### config.mk
export PLATFORM = sky130hd
export DESIGN_NAME = instruction_sequencer
export DESIGN_NICKNAME = d
export VERILOG_FILES = /design/src/rtl/mc14500_pkg.sv /design/src/rtl/return_stack.sv /design/src/rtl/instruction_sequencer.sv
export SDC_FILE = /design/constraint.sdc
export NUM_CORES = 1
export LEC_CHECK = 0
export BUFFER_PORTS_ARGS = -buffer_cell sky130_fd_sc_hd__buf_4
export CAP_MARGIN = 10
export CELL_PAD_IN_SITES_DETAIL_PLACEMENT = 0
export CELL_PAD_IN_SITES_GLOBAL_PLACEMENT = 1
export CORE_ASPECT_RATIO = 0.9
export CORE_MARGIN = 8
export CORE_UTILIZATION = 30
export CTS_CLUSTER_DIAMETER = 150
export DETAILED_ROUTE_END_ITERATION = 6
export PLACE_DENSITY = 0.61
export RECOVER_POWER = 25
export SYNTH_ARGS = -nofsm -noshare
export SYNTH_HDL_FRONTEND = slang
export SYNTH_HIERARCHICAL = 1
export SYNTH_SLANG_ARGS = --single-unit
### constraint.sdc
create_clock -name clk -period 4 [get_ports clk]
set_clock_uncertainty 0.15 [all_clocks]
set_input_delay 0.2 -clock clk [delete_from_list [all_inputs] [get_ports clk]]
set_output_delay 0.2 -clock clk [all_outputs]
set_load 0.005 [all_outputs]
### src/rtl/mc14500_pkg.sv
// Shared definitions for the MC14500B instruction path: opcode encoding and
// instruction-word geometry.
package mc14500_pkg;

    localparam int OPC_W = 4;

    typedef enum logic [OPC_W-1:0] {
        OP_NOPO = 4'h0,
        OP_LD   = 4'h1,
        OP_LDC  = 4'h2,
        OP_AND  = 4'h3,
        OP_ANDC = 4'h4,
        OP_OR   = 4'h5,
        OP_ORC  = 4'h6,
        OP_XNOR = 4'h7,
        OP_STO  = 4'h8,
        OP_STOC = 4'h9,
        OP_IEN  = 4'hA,
        OP_OEN  = 4'hB,
        OP_JMP  = 4'hC,
        OP_RTN  = 4'hD,
        OP_SKZ  = 4'hE,
        OP_NOPF = 4'hF
    } opcode_t;

    // Instruction word is the opcode field stacked above the address-wide operand.
    function automatic int instr_width(input int addr_w);
        return addr_w + OPC_W;
    endfunction

endpackage

### src/rtl/return_stack.sv
// Circular return-address stack: a push when full overwrites the oldest entry,
// a pop when empty is ignored.
module return_stack #(
    parameter int ADDR_W      = 8,
    parameter int STACK_DEPTH = 4
) (
    input  logic              clk,
    input  logic              reset,
    input  logic              push,
    input  logic              pop,
    input  logic [ADDR_W-1:0] din,
    output logic [ADDR_W-1:0] top,
    output logic              empty,
    output logic              full
);

    localparam int PTR_W = $clog2(STACK_DEPTH);
    localparam logic [PTR_W-1:0] PTR_ONE  = {{(PTR_W-1){1'b0}}, 1'b1};
    localparam logic [PTR_W:0]   CNT_ONE  = {{PTR_W{1'b0}}, 1'b1};
    localparam logic [PTR_W:0]   CNT_ZERO = {(PTR_W+1){1'b0}};
    localparam logic [PTR_W:0]   CNT_FULL = (PTR_W+1)'(STACK_DEPTH);

    logic [ADDR_W-1:0] mem_r [STACK_DEPTH];
    logic [PTR_W-1:0]  wr_ptr_r;
    logic [PTR_W:0]    count_r;
    logic [PTR_W-1:0]  top_ptr_s;

    // wr_ptr_r names the next free slot, which is also the oldest entry once full.
    assign top_ptr_s = wr_ptr_r - PTR_ONE;
    assign top       = mem_r[top_ptr_s];
    assign empty     = (count_r == CNT_ZERO);
    assign full      = (count_r == CNT_FULL);

    // Entry storage; contents are meaningless while empty, so no reset is needed.
    always_ff @(posedge clk) begin
        if (push && !reset) begin
            mem_r[wr_ptr_r] <= din;
        end
    end

    // Pointer and occupancy tracking.
    always_ff @(posedge clk) begin
        if (reset) begin
            wr_ptr_r <= {PTR_W{1'b0}};
            count_r  <= CNT_ZERO;
        end else if (push) begin
            wr_ptr_r <= wr_ptr_r + PTR_ONE;
            if (!full) begin
                count_r <= count_r + CNT_ONE;
            end
        end else if (pop && !empty) begin
            wr_ptr_r <= wr_ptr_r - PTR_ONE;
            count_r  <= count_r - CNT_ONE;
        end
    end

endmodule

### src/rtl/instruction_sequencer.sv
// Fetch/decode end of the program-counter loop: decodes the ROM word, steers
// JMP/RTN through a return stack and squashes skipped or flushed instructions.
module instruction_sequencer
    import mc14500_pkg::*;
#(
    parameter int ADDR_W      = 8,
    parameter int STACK_DEPTH = 4
) (
    input  logic                           clk,
    input  logic                           reset,
    input  logic [ADDR_W-1:0]              pc_addr,
    output logic [ADDR_W-1:0]              rom_addr,
    input  logic [instr_width(ADDR_W)-1:0] rom_data,
    input  logic                           rr,
    output logic                           pc_write,
    output logic [ADDR_W-1:0]              pc_target,
    output logic                           instr_valid,
    output logic [OPC_W-1:0]               opcode,
    output logic [ADDR_W-1:0]              operand,
    output logic                           jmp_flag,
    output logic                           rtn_flag,
    output logic                           flag_o,
    output logic                           flag_f,
    output logic                           stk_ovf,
    output logic                           stk_unf
);

    logic              fetch_valid_r;
    logic              squash_r;
    logic              stk_ovf_r;
    logic              stk_unf_r;
    logic              live_s;
    logic              squash_next_s;
    logic              unf_set_s;
    logic              stk_push_s;
    logic              stk_pop_s;
    logic              stk_empty_s;
    logic              stk_full_s;
    logic [ADDR_W-1:0] stk_top_s;
    opcode_t           opc_s;

    assign rom_addr    = pc_addr;
    assign opcode      = rom_data[ADDR_W+OPC_W-1:ADDR_W];
    assign operand     = rom_data[ADDR_W-1:0];
    assign opc_s       = opcode_t'(opcode);
    // Reset gates the decode directly so it wins in the very cycle it rises.
    assign live_s      = fetch_valid_r & ~squash_r & ~reset;
    assign instr_valid = live_s;
    assign stk_ovf     = stk_ovf_r;
    assign stk_unf     = stk_unf_r;

    // Decode of the live instruction into strobes, stack commands and next squash.
    always_comb begin
        pc_write      = 1'b0;
        pc_target     = operand;
        jmp_flag      = 1'b0;
        rtn_flag      = 1'b0;
        flag_o        = 1'b0;
        flag_f        = 1'b0;
        squash_next_s = 1'b0;
        unf_set_s     = 1'b0;
        stk_push_s    = 1'b0;
        stk_pop_s     = 1'b0;
        if (live_s) begin
            case (opc_s)
                OP_JMP: begin
                    pc_write      = 1'b1;
                    jmp_flag      = 1'b1;
                    stk_push_s    = 1'b1;
                    squash_next_s = 1'b1;
                end
                OP_RTN: begin
                    rtn_flag = 1'b1;
                    if (!stk_empty_s) begin
                        pc_write      = 1'b1;
                        pc_target     = stk_top_s;
                        stk_pop_s     = 1'b1;
                        squash_next_s = 1'b1;
                    end else begin
                        unf_set_s = 1'b1;
                    end
                end
                OP_SKZ: begin
                    squash_next_s = ~rr;
                end
                OP_NOPO: flag_o = 1'b1;
                OP_NOPF: flag_f = 1'b1;
                default: squash_next_s = 1'b0;
            endcase
        end else begin
            squash_next_s = 1'b0;
        end
    end

    // Pipeline-state registers and sticky stack error flags.
    always_ff @(posedge clk) begin
        if (reset) begin
            fetch_valid_r <= 1'b0;
            squash_r      <= 1'b0;
            stk_ovf_r     <= 1'b0;
            stk_unf_r     <= 1'b0;
        end else begin
            fetch_valid_r <= 1'b1;
            squash_r      <= squash_next_s;
            if (stk_push_s && stk_full_s) begin
                stk_ovf_r <= 1'b1;
            end
            if (unf_set_s) begin
                stk_unf_r <= 1'b1;
            end
        end
    end

    // pc_addr during decode is already JMP+1, so it is pushed unmodified.
    return_stack #(
        .ADDR_W      (ADDR_W),
        .STACK_DEPTH (STACK_DEPTH)
    ) u_return_stack (
        .clk   (clk),
        .reset (reset),
        .push  (stk_push_s),
        .pop   (stk_pop_s),
        .din   (pc_addr),
        .top   (stk_top_s),
        .empty (stk_empty_s),
        .full  (stk_full_s)
    );

endmodule

After elaboration in Yosys (flattened, before gate mapping)

Memories as Yosys holds them, arrays and structs flattened.
Cells that the tools add are included.

Bits in registers: 9
Bits in latches: 0
RAM bits: 32
ROM bits: 0
Bits of input ports: 23
Output and inout bits: 36
Logic and storage cells: 61
Memories kept: 1

$add $sub $neg: 4
Multipliers: 0
Div/mod/pow operators: 0
Order comparisons: 0
Eq/ne operators: 6
Shift-type cells: 0
Mux-type cells: 28
Bitwise logic cells: 6
Reductions and logical operators: 10

Memories:

| name                 | words | bits a word | rd ports | clocked after memory_dff | wr ports | line               | RTL |
|---|---|---|---|---|---|---|---|
| u_return_stack.mem_r | 4     | 8           | 1        | 0                        | 1        | return_stack.sv:23 | `logic [ADDR_W-1:0] mem_r [STACK_DEPTH];` |

Operators by type and width:

| cell                  | count |
|---|---|
| $mux W8               | 3 |
| $mux W1               | 18 |
| $eq A4 B4 Y1 const B  | 4 |
| $mux W3               | 3 |
| $logic_not A4 Y1      | 1 |
| $mux W2               | 2 |
| $not A1 Y1            | 4 |
| $add A3 B1 Y3 const B | 1 |
| $eq A3 B3 Y1 const B  | 1 |
| $logic_and A1 B1 Y1   | 3 |
| $logic_not A3 Y1      | 1 |
| $pmux W1 S3           | 1 |
| $sub A3 B1 Y3 const B | 1 |
| $add A2 B1 Y2 const B | 1 |
| $and A1 B1 Y1         | 2 |
| $logic_not A1 Y1      | 2 |
| $ne A2 B2 Y1 const B  | 1 |
| $pmux W1 S2           | 1 |
| $reduce_and A2 Y1     | 1 |
| $reduce_bool A2 Y1    | 1 |
| $reduce_or A2 Y1      | 1 |
| $sub A2 B1 Y2 const B | 1 |

Logic depth before layout (Yosys ltp)

Gate-level depths: netlist of the first run.

Depth in word-level cells: 7
Gate-level depth with buffers: 9
Mapped depth without buffers: 7

Cells and area by module

The synthesis of the first run kept the hierarchy.

By module, submodules not included:

| module                | times used | cells each | area an instance (µm²) | seq. area each (µm²) |
|---|---|---|---|---|
| return_stack          | 1          | 90         | 1545.2                 | 1061.0 |
| instruction_sequencer | 1          | 58         | 505.5                  | 80.1 |

Worst setup path after synthesis of the first run

Ideal clock, no wire load.

Path type: reg-to-reg
From: reg fetch_valid_r
To: reg u_return_stack.count_r[2]
Setup time: 0.095 ns
Data arrival time: 2.710 ns
Required time: 3.755 ns
Setup slack: 1.044 ns
Stages on the path, launching flop included: 9
Buffers on the path: 2
Period minus slack after synthesis: 2.956 ns
Cells stage by stage: dfxtp_1 > or3b_1 > buf_2 > nor4_1 > buf_2 > inv_1 > fa_1 > or3_1 > a221oi_1

Elaborated cells between the ends (all ways): 9
Classes of those cells: eq/ne (1); mux (3); bitwise (2); reduce/logical (3)

RTL lines:

| item                                                                | line                         | RTL |
|---|---|---|
| start, declared                                                     | instruction_sequencer.sv:28  | `logic fetch_valid_r;` |
| start signal, assigned                                              | instruction_sequencer.sv:98  | `fetch_valid_r <= 1'b0;` |
| start signal, assigned                                              | instruction_sequencer.sv:103 | `fetch_valid_r <= 1'b1;` |
| $and A1 B1 Y1 * (2 in a row)                                        | instruction_sequencer.sv:47  | `assign live_s = fetch_valid_r & ~squash_r & ~reset;` |
| $mux W1 *                                                           | --                           |  |
| named net jmp_flag                                                  | instruction_sequencer.sv:20  | `output logic jmp_flag,` |
| $ne A2 B2 Y1 (no line) / $reduce_bool A2 Y1 (equally long branches) | --                           |  |
| $reduce_and A2 Y1 (no line)                                         | --                           |  |
| end signal, assigned                                                | return_stack.sv:49           | `count_r <= count_r + CNT_ONE;` |
| end signal, assigned                                                | return_stack.sv:53           | `count_r <= count_r - CNT_ONE;` |
| end, declared                                                       | return_stack.sv:25           | `logic [PTR_W:0] count_r;` |

Mark *: on every way through the listed nets, which the timed path passes. The rest lies on a longest branch.
A chain may end at the register's enable or synchronous reset.

Worst setup path in the final report of the first run

From: in reset
To: reg u_return_stack.count_r[2]

Longest elaborated chain between the ends: 6
Elaborated cells between the ends (all ways): 9
Classes of those cells: eq/ne (1); mux (3); bitwise (2); reduce/logical (3)

Ends and longest elaborated chain:

| item                         | line                        | RTL |
|---|---|---|
| start, declared              | instruction_sequencer.sv:10 | `input logic reset,` |
| $not A1 Y1                   | instruction_sequencer.sv:47 |  |
| $and A1 B1 Y1                | instruction_sequencer.sv:47 |  |
| $mux W1                      | instruction_sequencer.sv:64 | `if (live_s) begin` |
| $logic_and A1 B1 Y1          | return_stack.sv:51          | `end else if (pop && !empty) begin` |
| $reduce_bool A2 Y1 (no line) | --                          |  |
| $reduce_and A2 Y1 (no line)  | --                          |  |

Several ways; a longest one is shown, not always the timed one.

==> results.tsv, run 1 <==
stage	metric	value	unit
run_status	status	complete, no violations	
place	hpwl dp	3413	microns
detailed_routing	top sig layer	met4	
clock_network	Root Driver	clkbuf_8	
yosys	Synth async-reset ratio	0	
critical_path	critical path's top delay family	simple AND/OR/NAND/NOR gates	
hold_path	hold path start	rr	
hold_path	hold endpoint	squash_r	
die	die height	94.44	microns
job	max_cap viols	0	
die	FP Rows	28	
clock_network	CTS sink count	41	
timing	# setup viols final	0	
critical_path	Worst Reg-to-Reg Cells	7	
finish	final net count	226	
die	Initial Util	0.3114	
critical_path	CP Class	in2reg	
clock_network	post_cts resized	0	
detailed_routing	Vias/cell	4.602	
critical_path	CP startpoint kind	input pin	
yosys	Yosys reg bits	41	
yosys	post-synthesis mux area share	0.1464	
yosys	sequential area share after synthesis	0.5564	
detailed_routing	DRC Markers	0	
global_route	first-pass GRT wire length	7044	microns
clock_network	setup bufs post-CTS	0	
yosys	Synth Area in Adders	0.03417	
detailed_routing	routed metal-1 wirelength	1900	microns
detailed_routing	DRT Wirelength	4517	microns
detailed_routing	WL met2	2066	microns
timing	max-slew violation count	0	
die	Die Wd	103.2	microns
critical_path	end of the worst register-to-register path	u_return_stack/count_r[2]	
yosys	main combinational cell family by area after synthesis	multiplexers	
yosys	Synth Area per Inst	13.86	sq um
yosys	Synth Area in Compound Gates	0.05186	
clock_network	CTS tree	done	
critical_path	RR Startpoint	fetch_valid_r	
die	Core Footprint	6586	sq um
global_route	antenna violations before repair	0	
power_and_ir_drop	Pwr Density	355.3	nW/um^2
clock_network	H-tree lvl count	2	
critical_path	register-to-register setup slack	1.31	ns
timing	Rel. slew slack	0.5723	
clock_network	cts hold-fix bufs	9	
critical_path	Critical-path top delay cell	or3b_1	
yosys	EDFF count, synth	32	
critical_path	Req. time, crit path	4.05	ns
clock_network	number of CTS-inserted buffers	5	
hold_path	WHS Path Cells	3	
timing	Fin Setup TNS	0	ns
power_and_ir_drop	Worst VDD drop	135.7	uV
detailed_routing	wire length on met3	535	microns
yosys	yosys warns	6	
yosys	top-area cell type share of the netlist area	0.4686	
finish	Antenna Cells	0	
place	Port Buffers	58	
yosys	ys flop type	edfxtp_1	
timing	endpoints failing hold	0	
critical_path	Buf+Inv Stages, Crit Path	4	
yosys	largest area contributor in the netlist	edfxtp_1	
finish	filler instances	647	
global_route	largest net degree at the start of global routing	15	
hold_path	Hold Crit Class	in2reg	
global_route	GRT Total Usage	0.09280	
detailed_routing	antenna-violating nets left	0	
yosys	Cells after Synth	148	
yosys	post-synthesis simple-gate area fraction	0.09518	
yosys	Post-Synth XOR/XNOR Area	0.008542	
timing	Final period util	0.7840	
critical_path	element type at the critical path end	flip-flop	
clock_network	Skew-Pair Late Insertion Delay	0.29	ns
critical_path	worst path cell trace	dlygate4sd3_1, clkbuf_1, or3b_1, nor4_2, buf_4, inv_1, fa_1, or3_1, a221oi_1	
yosys	Mapped Nets	176	
global_route	vias in the first global route	1434	
timing	RSZ-0062 raised after global routing	no	
place	DP Cell Count	272	
finish	share of cells above drive strength 1	0.3869	
die	IO Count	59	
timing	Final WS setup	0.8639	ns
yosys	Mapped Area	2051	sq um
critical_path	worst endpoint data arrival time	3.18	ns
timing	Max Clock Freq	318.9	MHz
place	RD Place Congestion	0.8058	
critical_path	crit-path max FO	14	
critical_path	Max stage delay on crit path	0.54	ns
timing	crit path time final	3.136	ns
die	DIE AREA	9741	sq um
detailed_routing	TritonRoute pass-1 iters	4	
clock_network	CTS max path bufs	2	
place	pre-CTS WS	1.249	ns
yosys	largest cells by area after synthesis	edfxtp_1 47%, dfxtp_1 8.8%, mux4_2 8.8%	
clock_network	Worst-path clk slew	0.08	ns
detailed_routing	drt first-iter violations	53	
detailed_routing	Via Count	1330	
finish	non-filler instance count after layout	289	
detailed_routing	per-cell routed wire length	15.63	microns
yosys	synth unique cells	37	
timing	actual slew at the worst max-slew pin	0.6415	ns
global_route	GR Overflow Total	0	
power_and_ir_drop	Leakage Power	1.003	nW
finish	Area Growth Syn to Fin	27.58	%
-- report_power, final --
part / switching [mW] / leakage (nW) / internal [mW]
clock network: 0.145 / 0.0687 / 0.251
logic: 0.0304 / 0.574 / 0.0437
registers: 0.000504 / 0.361 / 0.459
-- per-layer routing --
metal	up-vias	track usage
met5	-	0
met3	2	0.03897
li1	627	-
met1	638	0.1107
met4	0	0.01444
met2	63	0.1552
-- cells by family after synthesis --
logic type | count (synthesis)
AO/OA/AOI/OAI | 16
buffers and inverters | 33
flip-flops | 41
adder cells (fa/ha/maj) | 5
multiplexers | 16
XOR/XNOR | 2
AND/OR/NAND/NOR | 35
-- synthesized netlist by cell type, types with 3 or more instances --
cell / n
mux2_4: 8
buf_4: 21
edfxtp_1: 32
mux4_2: 8
a21oi_1: 4
nand2_1: 4
inv_1: 7
and2_1: 4
dfxtp_1: 9
or3_1: 4
a31oi_1: 3
nor2_1: 10
ha_1: 4
-- final cells by class --
cell class | count | area (sq um) | share of cell area
clock buffers | 5 | 68.82 | 0.02630
clock inverters | 3 | 68.82 | 0.02630
inverters | 7 | 26.28 | 0.01004
multi-input cells | 74 | 695.7 | 0.2659
flip-flops and latches | 41 | 1141 | 0.4362
well taps | 90 | 112.6 | 0.04304
repair buffers | 69 | 503.0 | 0.1923
-- worst register-to-register path, delay by kind of cell, from the launching register on --
| family | cells | cell delay, ns |
|---|---|---|
| AOI/OAI and AO/OA | 1 | 0.24 |
| adders and majority gates | 1 | 0.48 |
| buffers and inverters | 2 | 0.32 |
| DFF | 1 | 0.32 |
| and+or+nand+nor | 3 | 1.10 |
-- placed cells by master (no fill, tap or decap), drive strengths merged --
master / count
and2: 5
a221oi: 1
nor4: 1
a2111oi: 1
nor2: 10
or3: 5
clkbuf: 22
dlygate4sd3: 9
o21ai: 1
nor4b: 1
nand4b: 1
dfxtp: 9
and3: 2
a21oi: 4
a211oi: 1
fa: 1
o31a: 1
edfxtp: 32
nor2b: 1
or3b: 1
o22ai: 2
and4b: 1
bufinv: 2
xor2: 2
a31oi: 3
buf: 43
inv: 8
nand2: 4
mux4: 8
a211o: 1
nor3: 2
nand2b: 1
o21a: 1
ha: 4
mux2: 8
-- worst max path at each step --
stage	from	end	cells after the start
3_3_place_gp	reset	u_return_stack/count_r[2]	8
4_1_cts	reset	u_return_stack/count_r[2]	9
6_report	reset	u_return_stack/count_r[2]	9
3_5_place_dp	reset	u_return_stack/count_r[2]	8
5_1_grt	reset	u_return_stack/count_r[2]	9
2_1_floorplan	fetch_valid_r	u_return_stack/count_r[2]	8
-- stage by stage --
| step | power (mW) | utilization | hold WS [ns] | cell area (sq um) |
|---|---|---|---|---|
| floorplan | 0.5021 | - | 0.1065 | 2051 |
| global placement | 0.5412 | 0.3684 | 0.2570 | 2426 |
| detailed placement | 0.5428 | 0.3684 | 0.2692 | 2426 |
| CTS | 0.9473 | 0.4029 | 0.1064 | 2654 |
| global route | 0.9657 | 0.3972 | 0.1107 | 2616 |
| finish | 0.9294 | 0.3972 | 0.1260 | 2616 |
-- registers in the layout, indices dropped and copies added, names as in the netlist --
register,flops
stk_ovf,1
u_return_stack/count_r,3
fetch_valid_r,1
u_return_stack/wr_ptr_r,2
squash_r,1
u_return_stack/mem_r,32
stk_unf,1
Power figures use the tool's default switching activity.
==> run 2: changes to the inputs <==
--- a/config.mk
+++ b/config.mk
@@ -5,6 +5,7 @@
 export SDC_FILE = /design/constraint.sdc
 export NUM_CORES = 1
 export LEC_CHECK = 0
+export ABC_AREA = 1
 export BUFFER_PORTS_ARGS = -buffer_cell sky130_fd_sc_hd__buf_4
 export CAP_MARGIN = 10
 export CELL_PAD_IN_SITES_DETAIL_PLACEMENT = 0
@@ -14,7 +15,7 @@
 export CORE_UTILIZATION = 30
 export CTS_CLUSTER_DIAMETER = 150
 export DETAILED_ROUTE_END_ITERATION = 6
-export PLACE_DENSITY = 0.61
+export PLACE_DENSITY = 0.64
 export RECOVER_POWER = 25
 export SYNTH_ARGS = -nofsm -noshare
 export SYNTH_HDL_FRONTEND = slang
==> constraint.sdc (replaced) <==
create_clock -name clk -period 3.1 [get_ports clk]
set_clock_uncertainty 0.15 [all_clocks]
set_input_delay 0.155 -clock clk [delete_from_list [all_inputs] [get_ports clk]]
set_output_delay 0.155 -clock clk [all_outputs]
set_load 0.005 [all_outputs]
==> run 2 against run 1 <==
Compared with the run above:
- sequential share of layout area decreased by 0.33 points
- worst setup slack got worse by 0.31 ns
- first-iteration DRC count increased by 68%
- global-route usage rose by 1.3 points
- critical endpoint is now pc_target[5]
- synthesized cell count grew 49%
- core utilization down 1.5 points
- via count increased by 23%
- sequential cell count is the same
- total power is 13% higher
- clock-buffer cell count unchanged
==> results.tsv, run 2 <==
stage	metric	value	unit
timing	crit path time final	2.541	ns
finish	Biggest register	u_return_stack/mem_r	
critical_path	CP most frequent cell	buf_4	
timing	worst hold margin	0.004657	ns
detailed_routing	DRT Wirelength	5047	microns
timing	actual slew at the worst max-slew pin	0.7731	ns
clock_network	CTS max path bufs	2	
global_route	first-pass GRT wire length	8355	microns
timing	max-slew violation count	0	
yosys	top-area cell type share of the netlist area	0.4607	
yosys	largest area contributor in the netlist	edfxtp_1	
clock_network	CTS sink count	41	
power_and_ir_drop	combinational power share	0.103	
global_route	GRT Total Usage	0.1057	
timing	Fin Setup TNS	0	ns
critical_path	RR Startpoint	u_return_stack/count_r[0]	
detailed_routing	DRC Markers	0	
detailed_routing	antenna-violating nets left	0	
timing	Final WS setup	0.5587	ns
critical_path	register-to-register setup slack	1.01	ns
critical_path	worst path cell trace	buf_4, inv_2, ha_1, inv_1, o21ai_0, o22ai_1, nand3_1, nand2_1, buf_4	
die	IO Count	59	
clock_network	CTS tree	done	
timing	endpoints failing hold	0	
hold_path	Hold Crit Class	in2reg	
die	die height	95.10	microns
critical_path	element type at the critical path end	output pin	
power_and_ir_drop	Worst VDD drop	213.6	uV
yosys	most frequent cell after synthesis	nand2_1	
power_and_ir_drop	Clk pwr share	0.334	
die	Core Footprint	6894	sq um
job	max_cap viols	0	
global_route	vias in the first global route	1668	
global_route	largest net degree at the start of global routing	21	
timing	Max Clock Freq	393.5	MHz
place	pre-CTS WS	0.8821	ns
detailed_routing	per-cell routed wire length	13.75	microns
yosys	Yosys reg bits	41	
yosys	sequential area share after synthesis	0.5471	
critical_path	Req. time, crit path	2.79	ns
die	Initial Util	0.3025	
yosys	Synth async-reset ratio	0	
timing	Rel. slew slack	0.4827	
yosys	Mapped Area	2086	sq um
finish	Regs by FF count	u_return_stack/mem_r x32, u_return_stack/count_r x3, u_return_stack/wr_ptr_r x2	
place	Port Buffers	58	
yosys	EDFF count, synth	32	
die	Die Wd	103.9	microns
yosys	Commonest cells post-synth	35 x nand2_1, 32 x edfxtp_1, 29 x nor2_1, 21 x inv_1, 20 x buf_4	
timing	RSZ-0062 raised after global routing	no	
critical_path	Critical Path Source	u_return_stack/wr_ptr_r[0]	
place	RD Place Congestion	0.7754	
finish	Area Growth Syn to Fin	26.39	%
yosys	Synth Area per Inst	9.481	sq um
place	hpwl dp	3894	microns
clock_network	setup bufs post-CTS	0	
critical_path	CP Capture Point	pc_target[5]	
die	DIE AREA	9880	sq um
global_route	antenna violations before repair	0	
detailed_routing	drt first-iter violations	89	
finish	commonest non-fill, non-tap cell in the layout	buf_4	
critical_path	worst endpoint data arrival time	2.24	ns
power_and_ir_drop	Internal	811.6	uW
run_status	status	complete, no violations	
global_route	GR Overflow Total	0	
clock_network	Root Driver	clkbuf_8	
yosys	yosys warns	6	
finish	final net count	301	
clock_network	Worst-path clk slew	0.08	ns
power_and_ir_drop	Flop pwr share	0.563	
clock_network	H-tree lvl count	2	
clock_network	Skew-Pair Late Insertion Delay	0.29	ns
die	FP Rows	29	
finish	max reg flops	32	
finish	share of cells above drive strength 1	0.2737	
power_and_ir_drop	Sw Ratio	0.2302	
timing	Final period util	0.8198	
power_and_ir_drop	Pwr Density	399.9	nW/um^2
critical_path	Critical-path top delay cell	ha_1	
yosys	Cells after Synth	220	
yosys	largest cells by area after synthesis	edfxtp_1 46%, dfxtp_1 8.6%, buf_4 7.2%	
yosys	ys flop type	edfxtp_1	
critical_path	Max stage delay on crit path	0.42	ns
power_and_ir_drop	net switching power	242.7	uW
power_and_ir_drop	Leakage Power	1.113	nW
detailed_routing	Via Count	1631	
finish	Antenna Cells	0	
detailed_routing	Vias/cell	4.444	
critical_path	crit-path max FO	20	
critical_path	end of the worst register-to-register path	u_return_stack/count_r[1]	
critical_path	CP startpoint kind	flip-flop	
detailed_routing	TritonRoute pass-1 iters	7	
yosys	synth unique cells	25	
critical_path	CP Class	reg2out	
finish	most frequent cells in the layout	43 x buf_4, 35 x nand2_1, 32 x edfxtp_1	
clock_network	number of CTS-inserted buffers	5	
timing	# setup viols final	0	
critical_path	Worst Reg-to-Reg Cells	9	
yosys	Mapped Nets	248	
==> run 2: cell type report <==
type,instances,area [sq um]
Clock buffer,5,68.82
Clock inverter,3,25.02
Fill cell,680,4258
Inverter,24,90.09
Multi-Input combinational cell,132,676.9
Sequential cell,41,1141
Tap cell,93,116.4
Timing Repair Buffer,69,518.0
==> run 2: how the worst min path moves through the flow <==
stage	startpoint	end	slack, ns	depth (start not counted)
after floorplan	reset	stk_ovf	0.07	1
after global placement	pc_addr[6]	u_return_stack/mem_r[2][6]	0.22	1
after CTS	rom_data[11]	squash_r	0.005	3
after detailed placement	pc_addr[3]	u_return_stack/mem_r[1][3]	0.22	1
after global routing	rom_data[11]	squash_r	0.01	3
final	rom_data[11]	squash_r	0.005	3
==> run 2: worst max-delay path, delay by kind of cell (launching register included) <==
| family | cells | cell delay [ns] |
|---|---|---|
| AND/OR/NAND/NOR | 2 | 0.20 |
| flip-flops | 1 | 0.31 |
| AO/OA/AOI/OAI | 2 | 0.31 |
| buffers and inverters | 4 | 0.71 |
| adder cells (fa/ha/maj) | 1 | 0.42 |
==> run 2: cell families after synthesis <==
kind of cell | share of synthesized area
flip-flops | 0.5471
AO/OA/AOI/OAI | 0.08518
adder cells (fa/ha/maj) | 0.03359
AND/OR/NAND/NOR | 0.2058
buffers and inverters | 0.1284
==> run 2: routing by layer <==
layer / share of wire / global-route usage / vias up
met3: 0.065 / 0.03446 / 4
met1: 0.50 / 0.1344 / 740
met5: 0 / 0 / -
met2: 0.43 / 0.1670 / 63
li1: - / - / 824
met4: 0.0089 / 0.03610 / 0
==> run 2: repair_timing <==
item,CTS,global route
resized for setup,0,0
hold buffers,9,0
hold endpoints to repair,35,0
==> run 2: through the flow <==
| step | area, sq um | cells | util | total power [mW] |
|---|---|---|---|---|
| global placement | 2475 | 350 | 0.3590 | 0.7116 |
| global route | 2636 | 367 | 0.3824 | 1.103 |
| CTS | 2659 | 367 | 0.3857 | 1.074 |
| finish | 2636 | 367 | 0.3824 | 1.054 |
| detailed placement | 2475 | 350 | 0.3590 | 0.7120 |
| floorplan | 2086 | 220 | - | 0.6586 |
==> run 2: power by group through the flow <==
stage          clock network (mW)  registers (mW)  logic, mW
2_1_floorplan                   0           0.607     0.0516
3_3_place_gp                    0           0.607      0.105
3_5_place_dp                    0           0.607      0.105
4_1_cts                     0.366           0.594      0.114
5_1_grt                     0.388           0.594      0.121
6_report                    0.352           0.594      0.108
==> run 3: changes to the inputs <==
--- a/config.mk
+++ b/config.mk
@@ -15,7 +15,7 @@
 export CORE_UTILIZATION = 30
 export CTS_CLUSTER_DIAMETER = 150
 export DETAILED_ROUTE_END_ITERATION = 6
-export PLACE_DENSITY = 0.64
+export PLACE_DENSITY = 0.66
 export RECOVER_POWER = 25
 export SYNTH_ARGS = -nofsm -noshare
 export SYNTH_HDL_FRONTEND = slang
==> constraint.sdc (replaced) <==
create_clock -name clk -period 2.2 [get_ports clk]
set_clock_uncertainty 0.15 [all_clocks]
set_input_delay 0.11 -clock clk [delete_from_list [all_inputs] [get_ports clk]]
set_output_delay 0.11 -clock clk [all_outputs]
set_load 0.005 [all_outputs]
==> run 3 against run 2 <==
Compared with the run above:
- worst setup slack got worse by 0.43 ns
- combinational power grew 46%
- first-iteration DRC count up 6.7%
- clock-buffer cell count did not move
- sequential power rose by 41%
- critical path depth down 1
- critical endpoint is now pc_target[4]
- largest cell class unchanged
- largest power group unchanged
==> results.tsv, run 3 (same netlist as run 2, synthesis figures left out) <==
stage	metric	value	unit
place	RD Place Congestion	0.7327	
timing	worst hold margin	0.05810	ns
critical_path	Critical-path top delay cell	dfxtp_2	
critical_path	RR Startpoint	u_return_stack/count_r[1]	
critical_path	worst endpoint data arrival time	1.81	ns
timing	# setup viols final	0	
hold_path	WHS Path Cells	5	
global_route	vias in the first global route	1704	
global_route	GR Overflow Total	0	
critical_path	element type at the critical path end	output pin	
power_and_ir_drop	net switching power	346.2	uW
die	Core Footprint	6894	sq um
global_route	GRT Total Usage	0.1086	
detailed_routing	DRT Wirelength	5156	microns
power_and_ir_drop	Flop pwr share	0.560	
power_and_ir_drop	Pwr Density	543.2	nW/um^2
job	max_cap viols	0	
critical_path	CP Class	reg2out	
clock_network	number of CTS-inserted buffers	5	
critical_path	worst path cell trace	inv_1, ha_4, buf_4, o21ai_0, o22ai_1, nand3_1, nand2_1, buf_4	
die	Die Wd	103.9	microns
global_route	antenna violations before repair	0	
critical_path	Buf+Inv Stages, Crit Path	3	
finish	Regs by FF count	u_return_stack/mem_r x32, u_return_stack/count_r x3, u_return_stack/wr_ptr_r x2	
timing	Final period util	0.9413	
timing	Rel. slew slack	0.8103	
clock_network	CTS tree	done	
clock_network	Worst-path clk slew	0.08	ns
critical_path	Max stage delay on crit path	0.36	ns
die	DIE AREA	9880	sq um
clock_network	Skew-Pair Late Insertion Delay	0.29	ns
hold_path	hold path start	rom_data[9]	
critical_path	crit-path max FO	8	
power_and_ir_drop	Sw Ratio	0.2316	
run_status	status	complete, no violations	
finish	Reg area	1142	sq um
finish	Antenna Cells	0	
detailed_routing	Via Count	1668	
power_and_ir_drop	Worst VDD drop	222.5	uV
hold_path	Hold Crit Class	in2reg	
critical_path	critical path's top delay family	flip-flops	
power_and_ir_drop	Leakage Power	1.178	nW
finish	commonest non-fill, non-tap cell in the layout	buf_4	
finish	Area Growth Syn to Fin	31.91	%
timing	Fin Setup TNS	0	ns
critical_path	Req. time, crit path	1.94	ns
global_route	largest net degree at the start of global routing	20	
timing	Max Clock Freq	482.9	MHz
finish	final net count	313	
power_and_ir_drop	Tot Pwr	1.495	mW
critical_path	Worst Reg-to-Reg Cells	9	
finish	post-route cell area	2751	sq um
place	Port Buffers	58	
timing	RSZ-0062 raised after global routing	no	
global_route	first-pass GRT wire length	8631	microns
power_and_ir_drop	Internal	1.148	mW
die	die height	95.10	microns
power_and_ir_drop	combinational power share	0.106	
timing	max-slew violation count	0	
detailed_routing	drt first-iter violations	95	
finish	max reg flops	32	
clock_network	CTS max path bufs	2	
finish	area of the multi-input gates	689.4	sq um
critical_path	CP startpoint kind	flip-flop	
clock_network	H-tree lvl count	2	
timing	actual slew at the worst max-slew pin	0.2845	ns
timing	crit path time final	2.071	ns
place	hpwl dp	3902	microns
finish	final core occ	0.3991	
detailed_routing	antenna-violating nets left	0	
critical_path	Levels on crit path	8	
detailed_routing	per-cell routed wire length	13.60	microns
clock_network	setup bufs post-CTS	0	
power_and_ir_drop	Clk pwr share	0.334	
detailed_routing	DRC Markers	0	
die	FP Rows	29	
finish	Biggest register	u_return_stack/mem_r	
place	Cell Area, Placed	2550	sq um
detailed_routing	Vias/cell	4.401	
critical_path	end of the worst register-to-register path	u_return_stack/count_r[1]	
finish	most frequent cells in the layout	54 x buf_4, 35 x nand2_1, 32 x edfxtp_1	
die	IO Count	59	
hold_path	hold endpoint	squash_r	
clock_network	Root Driver	clkbuf_8	
die	Initial Util	0.3025	
clock_network	CTS sink count	41	
finish	filler instances	715	
timing	endpoints failing hold	0	
detailed_routing	TritonRoute pass-1 iters	6	
finish	share of cells above drive strength 1	0.3112	
critical_path	CP most frequent cell	buf_4	
critical_path	register-to-register setup slack	0.41	ns
run 3: cell types whose count changed in the layout (fill, tap and decap cells not counted), sizes merged:
cell / previous run / this run
buf: 43 / 54
dlygate4sd3: 9 / 11
clkbuf: 22 / 21
run 3: timing repair:
| item | in CTS | in global routing |
|---|---|---|
| endpoints found under the hold margin | 37 | 0 |
| resized for setup | 0 | 4 |
| endpoints found under the setup margin | 0 | 8 |
| hold buffers | 11 | 0 |
run 3: worst max path at each step:
stage	start	to	slack, ns
floorplan	squash_r	u_return_stack/count_r[2]	0.12
global placement	rom_data[8]	u_return_stack/count_r[2]	0.37
detailed placement	u_return_stack/wr_ptr_r[1]	pc_target[5]	0.35
CTS	u_return_stack/wr_ptr_r[1]	pc_target[5]	0.005
global route	u_return_stack/wr_ptr_r[1]	pc_target[7]	0.03
finish	u_return_stack/wr_ptr_r[1]	pc_target[4]	0.13
run 3: tightest hold or removal path, stage by stage:
cell and delay [ns]:
buf_4 0.10, nand3b_1 0.07, o21ai_0 0.08, nor2_1 0.04
nor2_1 0.07
run 3: layout make-up:
cell class,count,share of cell area
Clock inverter,3,0.009095
Multi-Input combinational cell,132,0.2506
Sequential cell,41,0.4152
Inverter,24,0.03365
Clock buffer,5,0.02501
Timing Repair Buffer,81,0.2242
Tap cell,93,0.04229
run 3: power groups by stage:
stage	logic, mW	registers (mW)	clock network, mW
3_3_place_gp	0.149	0.855	0
4_1_cts	0.165	0.837	0.523
5_1_grt	0.176	0.838	0.549
2_1_floorplan	0.0727	0.855	0
3_5_place_dp	0.149	0.855	0
6_report	0.158	0.837	0.499
run 3: per-stage QoR:
stage | worst slack, ns | std cells
6_report | 0.1292 | 379
5_1_grt | 0.02876 | 379
4_1_cts | 0.004770 | 379
3_5_place_dp | 0.3530 | 360
3_3_place_gp | 0.3701 | 360
2_1_floorplan | 0.1157 | 220
run 3: metal layers:
layer  global-route usage  part of all wire
met5                    0                 0
met4              0.04332            0.0093
met3              0.03784             0.062
met2               0.1649              0.43
met1               0.1397              0.50
